**config.mk**
```make
export PLATFORM = sky130hd
export DESIGN_NAME = alu_result_acc
export DESIGN_NICKNAME = d
export VERILOG_FILES = /design/src/rtl/alu_result_acc.sv
export SDC_FILE = /design/constraint.sdc
export NUM_CORES = 1
export LEC_CHECK = 0
export CORE_ASPECT_RATIO = 0.8
export CORE_UTILIZATION = 55
export CTS_CLUSTER_DIAMETER = 30
export DETAILED_ROUTE_END_ITERATION = 10
export HOLD_SLACK_MARGIN = 0.12
export PLACE_DENSITY = 0.77
export SLEW_MARGIN = 10
export SYNTH_ARGS = -nofsm -noshare
export SYNTH_HDL_FRONTEND = slang
export SYNTH_SLANG_ARGS = --single-unit
```
**constraint.sdc**
```tcl
create_clock -name clk -period 4.6 [get_ports clk]
set_input_delay 1.15 -clock clk [delete_from_list [all_inputs] [get_ports clk]]
set_output_delay 1.15 -clock clk [all_outputs]
set_load 0.02 [all_outputs]
```
**src/rtl/alu_result_acc.sv**
```systemverilog
// Burst accumulator for the 9-bit signed ALU result stream with a valid/ready output.
// Define ALU_RESULT_ACC_SAT_EN to clamp the accumulator on overflow instead of wrapping.
module alu_result_acc #(
  parameter int ACC_W = 16,
  parameter int BURST = 4
) (
  input  logic             clk,
  input  logic             rst,
  input  logic             in_valid,
  input  logic [8:0]       in_data,
  output logic             in_ready,
  output logic             out_valid,
  input  logic             out_ready,
  output logic [ACC_W-1:0] out_sum,
  output logic             out_ovf,
  output logic             drop_err
);

  typedef enum logic [0:0] {
    ST_ACC  = 1'b0,
    ST_HOLD = 1'b1
  } state_t;

  localparam logic [7:0] LAST_CNT = 8'(BURST - 1);

`ifdef ALU_RESULT_ACC_SAT_EN
  localparam logic [ACC_W-1:0] SUM_MAX = {1'b0, {(ACC_W-1){1'b1}}};
  localparam logic [ACC_W-1:0] SUM_MIN = {1'b1, {(ACC_W-1){1'b0}}};

  function automatic logic [ACC_W-1:0] clamp_limit(input logic neg_dir);
    if (neg_dir) begin
      return SUM_MIN;
    end else begin
      return SUM_MAX;
    end
  endfunction
`endif

  // Signed overflow: operands agree in sign and the sum disagrees.
  function automatic logic add_overflow(input logic [ACC_W-1:0] a,
                                        input logic [ACC_W-1:0] b,
                                        input logic [ACC_W-1:0] s);
    return (a[ACC_W-1] == b[ACC_W-1]) && (s[ACC_W-1] != a[ACC_W-1]);
  endfunction

  state_t             state_q, state_d;
  logic [ACC_W-1:0]   acc_q, acc_d;
  logic [7:0]         cnt_q, cnt_d;
  logic               ovf_q, ovf_d;
  logic [ACC_W-1:0]   out_sum_q, out_sum_d;
  logic               out_ovf_q, out_ovf_d;
  logic               drop_err_q, drop_err_d;
  logic               in_ready_q, in_ready_d;
  logic               out_valid_q, out_valid_d;

  logic [ACC_W-1:0]   sext_s;
  logic [ACC_W-1:0]   raw_sum_s;
  logic               add_ovf_s;
  logic [ACC_W-1:0]   acc_add_s;

  // Datapath: sign-extend the sample, add, detect overflow, apply wrap/clamp policy.
  always_comb begin
    sext_s    = {{(ACC_W-9){in_data[8]}}, in_data};
    raw_sum_s = acc_q + sext_s;
    add_ovf_s = add_overflow(acc_q, sext_s, raw_sum_s);
`ifdef ALU_RESULT_ACC_SAT_EN
    if (add_ovf_s) begin
      acc_add_s = clamp_limit(acc_q[ACC_W-1]);
    end else begin
      acc_add_s = raw_sum_s;
    end
`else
    acc_add_s = raw_sum_s;
`endif
  end

  // Next-state and output logic for the ACC/HOLD controller.
  always_comb begin
    state_d    = state_q;
    acc_d      = acc_q;
    cnt_d      = cnt_q;
    ovf_d      = ovf_q;
    out_sum_d  = out_sum_q;
    out_ovf_d  = out_ovf_q;
    drop_err_d = drop_err_q;

    case (state_q)
      ST_ACC: begin
        if (in_valid) begin
          acc_d = acc_add_s;
          ovf_d = ovf_q | add_ovf_s;
          if (cnt_q == LAST_CNT) begin
            out_sum_d = acc_add_s;
            out_ovf_d = ovf_q | add_ovf_s;
            state_d   = ST_HOLD;
          end else begin
            cnt_d = cnt_q + 8'd1;
          end
        end else begin
          acc_d = acc_q;
        end
      end
      ST_HOLD: begin
        // Anything offered while stalled is lost; remember that forever.
        if (in_valid) begin
          drop_err_d = 1'b1;
        end else begin
          drop_err_d = drop_err_q;
        end
        if (out_ready) begin
          acc_d   = '0;
          cnt_d   = 8'd0;
          ovf_d   = 1'b0;
          state_d = ST_ACC;
        end else begin
          state_d = ST_HOLD;
        end
      end
      default: begin
        state_d = ST_ACC;
      end
    endcase

    in_ready_d  = (state_d == ST_ACC);
    out_valid_d = (state_d == ST_HOLD);
  end

  // State and output registers with synchronous active-low reset.
  always_ff @(posedge clk) begin
    if (!rst) begin
      state_q     <= ST_ACC;
      acc_q       <= '0;
      cnt_q       <= 8'd0;
      ovf_q       <= 1'b0;
      out_sum_q   <= '0;
      out_ovf_q   <= 1'b0;
      drop_err_q  <= 1'b0;
      in_ready_q  <= 1'b1;
      out_valid_q <= 1'b0;
    end else begin
      state_q     <= state_d;
      acc_q       <= acc_d;
      cnt_q       <= cnt_d;
      ovf_q       <= ovf_d;
      out_sum_q   <= out_sum_d;
      out_ovf_q   <= out_ovf_d;
      drop_err_q  <= drop_err_d;
      in_ready_q  <= in_ready_d;
      out_valid_q <= out_valid_d;
    end
  end

  assign in_ready  = in_ready_q;
  assign out_valid = out_valid_q;
  assign out_sum   = out_sum_q;
  assign out_ovf   = out_ovf_q;
  assign drop_err  = drop_err_q;

endmodule

```
==> summary.txt <==
Status
  • Status: finished, final reports clean

Final layout
  • Fillcell total: 363
  • Area delta synth->final: 19.9%
  • Final #Nets: 350
  • Share of cells above drive strength 1: 7.17%
  • Number of diodes: 0

GRT
  • All-Layer GR Usage: 25.9%
  • Initial antenna violation count: 0
  • Vias in the first global route: 2,049
  • Grt ovf: 0
  • First-pass GRT wire length: 9.35 mm
  • Largest net degree at the start of global routing: 20

Power and ir drop
  • P_int: 0.694 mW
  • Psw: 0.323 mW
  • Pwr Density: 349 nW/µm²
  • Switch share: 31.7%
  • Logic pwr share: 25.8%
  • Total power: 1.02 mW
  • Clock share of power: 31.1%
  • Flop pwr share: 43.2%
  • VDD IR max: 0.000228 V
  • Leakage power: 1.17 nW

Routing
  • DR WL/cell: 15.0 µm
  • Detailed Route Iter0 Violations: 83
  • ANT nets after route: 0
  • Via/cell ratio: 5.70
  • # DRC: 0
  • Drt pass-1 iters: 4
  • Via Count: 2,153
  • Drt total wl: 5.68 mm

STA
  • Fmax: 0.274 GHz
  • RSZ-0062 raised after global routing: no
  • Worst hold slack: 0.464 ns
  • Setup TNS: 0 ns
  • Least-Margin Pin Slew: 1.00 ns
  • Tcrit/Tclk final: 79.5%
  • Max Clock Skew: 0.00710 ns
  • # setup viols final: 0
  • Final hold violation count: 0
  • Slew Viols, Final: 0
  • Tmin final: 3.66 ns
  • Max-slew headroom: 33.3%

Floorplanning
  • Die Span Y: 61.4 µm
  • Initial Util: 57.8%
  • IO Count: 33
  • Die area: 4690 µm²
  • Row cnt: 21
  • Core Box Area: 4200 µm²
  • Die X: 76.3 µm

Setup path
  • Crit-path leading delay family: compound AO/OA/AOI/OAI gates
  • Worst r2r src: acc_q[0]
  • Worst setup SP type: primary input
  • CP max FO: 5
  • Critical path's slowest cell: clkdlybuf4s50_1
  • CP peak stage delay: 0.46 ns
  • CP cell instances: clkdlybuf4s50_1 > ha_1 > inv_1 > fa_1 > nor2b_1 > o21ai_0 > a21oi_1 > o31a_1 > o211ai_1 > a2111oi_0 > nand3b_1
  • Register-to-Register Path Depth: 10
  • Flop2flop setup slack: 1.91 ns
  • Worst flop-to-flop path endpoint: out_sum[12]
  • CP Buf/Inv Count: 2
  • Critical path required time: 4.86 ns
  • Worst setup path class: in -> reg
  • CP endpoint kind: flop
  • Worst EP arrival: 3.91 ns

Run
  • MaxCap Viol Count: 0

Clock network
  • Clock root cell: clkbuf_8
  • Post-CTS Resized: 0
  • Later-pin clock latency in the skew report: 0.31 ns
  • CTS Buf Count: 5
  • CTS Buffer Depth: 2
  • H-tree depth: 2
  • CTS Sinks: 45
  • # Post-CTS Setup Buffers: 0
  • Worst-path clk slew: 0.10 ns
  • CTS tree: yes
  • Number of hold buffers added after cts: 0

Min path
  • Hold Startpoint: out_sum[0]
  • Worst hold path depth: 2
  • Hold Path End: out_sum[0]
  • Hold crit path type: reg -> reg

Placement
  • Routability cong.: 0.939
  • HPWL after DPL: 3.96 mm
  • Port bufs: 32

Synthesis
  • Seq/Total Area, Yosys: 37.1%
  • Predominant post-synthesis flop cell: dfxtp_1
  • Avg Synthesized Cell Area: 8.43 µm²
  • Post-synthesis register bit count: 45
  • YS warnings: 0
  • Distinct cells, synth: 55
  • Post-Syn Area: 2430 µm²
  • Async S/R FF share, synth: 0%
  • Syn Inst Count: 288
  • Syn nets: 318
  • Number of enable flip-flop cells after synthesis: 0
==> cell usage in the layout (no fill, tap or decap), types with 7 or more instances in the layout <==
cell	count
nand3_1	12
xor2_1	7
xnor2_1	7
clkdlybuf4s50_1	32
a21o_1	8
o21ai_0	18
nor2_1	29
ha_1	16
dfxtp_1	45
inv_1	8
a21oi_1	22
nand2_1	32
==> worst reg2reg max path, stage by stage (launching register included) <==
cell and delay [ns]:
dfxtp_1 0.34, ha_1 0.21, inv_1 0.07, fa_1 0.41, nor2b_1 0.14, o21ai_0 0.12, a21oi_1 0.29, o31a_1 0.26
o211ai_1 0.22, a2111oi_0 0.43, nand3b_1 0.16
==> power groups by stage <==
| stage | registers (mW) | clock network [mW] | logic [mW] |
|---|---|---|---|
| 4_1_cts | 0.438 | 0.316 | 0.260 |
| 3_3_place_gp | 0.446 | 0 | 0.251 |
| 5_1_grt | 0.444 | 0.330 | 0.292 |
| 6_report | 0.439 | 0.316 | 0.262 |
| 2_1_floorplan | 0.444 | 0 | 0.197 |
| 3_5_place_dp | 0.447 | 0 | 0.257 |
==> synth_stat cells (3+ instances only) <==
library cell | count | share of area [%]
xnor2_1 | 7 | 2.5
a21o_1 | 8 | 2.5
nand2_1 | 32 | 4.9
nand4_1 | 3 | 0.77
a22oi_1 | 6 | 1.9
nor2_1 | 29 | 4.5
o21ai_1 | 3 | 0.62
dfxtp_1 | 45 | 37
nor3_1 | 5 | 1.0
inv_1 | 8 | 1.2
clkbuf_1 | 7 | 1.1
o21ai_0 | 18 | 3.7
nand3_1 | 12 | 2.5
ha_1 | 16 | 8.2
a31oi_1 | 6 | 1.5
xor2_1 | 7 | 2.5
a21oi_1 | 22 | 4.5
and3_1 | 5 | 1.3
nor2b_1 | 4 | 1.0
==> layout make-up <==
type,instances,area [µm²],share of cell area [%]
sequential,45,901,30.9
inverter,8,30.0,1.03
clock buffer,5,68.8,2.36
timing repair buffer,35,343,11.8
clock inverter,3,46.3,1.59
multi-input combinational,225,1450,49.9
tap,57,71.3,2.45
==> metal layers <==
metal  routed length [µm]  vias up  GRT usage (%)
li1                     -     1099              -
met1                 2790     1005           34.3
met2                 2590       47           41.7
met3                  268        2           6.22
met4                   36        0           10.2
met5                    0        -              0
==> state kept, by name, summed over array words and instances (netlist names) <==
register / flops
acc_q: 16
cnt_q: 8
drop_err: 1
in_ready: 1
out_ovf: 1
out_sum: 16
out_valid: 1
ovf_q: 1
==> metrics by stage <==
stage | instances | setup WS [ns] | cell area (µm²) | util (%)
finish | 378 | 0.945 | 2910 | 69.3
floorplan | 288 | 1.55 | 2430 | -
global route | 378 | 0.799 | 2910 | 69.3
CTS | 378 | 0.970 | 2910 | 69.3
global placement | 370 | 0.723 | 2800 | 66.5
detailed placement | 370 | 0.655 | 2800 | 66.5
==> how the worst max path moves through the flow <==
stage	start	to	slack, ns	cells past startpoint
finish	in_data[0]	out_sum[12]	0.94	11
global route	in_data[0]	out_sum[12]	0.80	11
CTS	in_data[8]	out_ovf	0.97	9
detailed placement	in_data[8]	out_ovf	0.65	9
global placement	in_data[8]	out_ovf	0.72	9
floorplan	in_data[8]	out_ovf	1.55	7
==> cell families (layout without fill, tap and decap cells) <==
kind of cell / count (synthesis) / after routing / synth area share [%]
AOI/OAI and AO/OA: 84 / 84 / 22.8
and+or+nand+nor: 109 / 109 / 22.5
DFF: 45 / 45 / 37.1
xor gates and xnor gates: 14 / 14 / 5.05
buffers and inverters: 18 / 51 / 3.09
muxes: 1 / 1 / 0.412
adders and majority gates: 17 / 17 / 9.07
No activity file was read; power rests on OpenSTA's default activity.
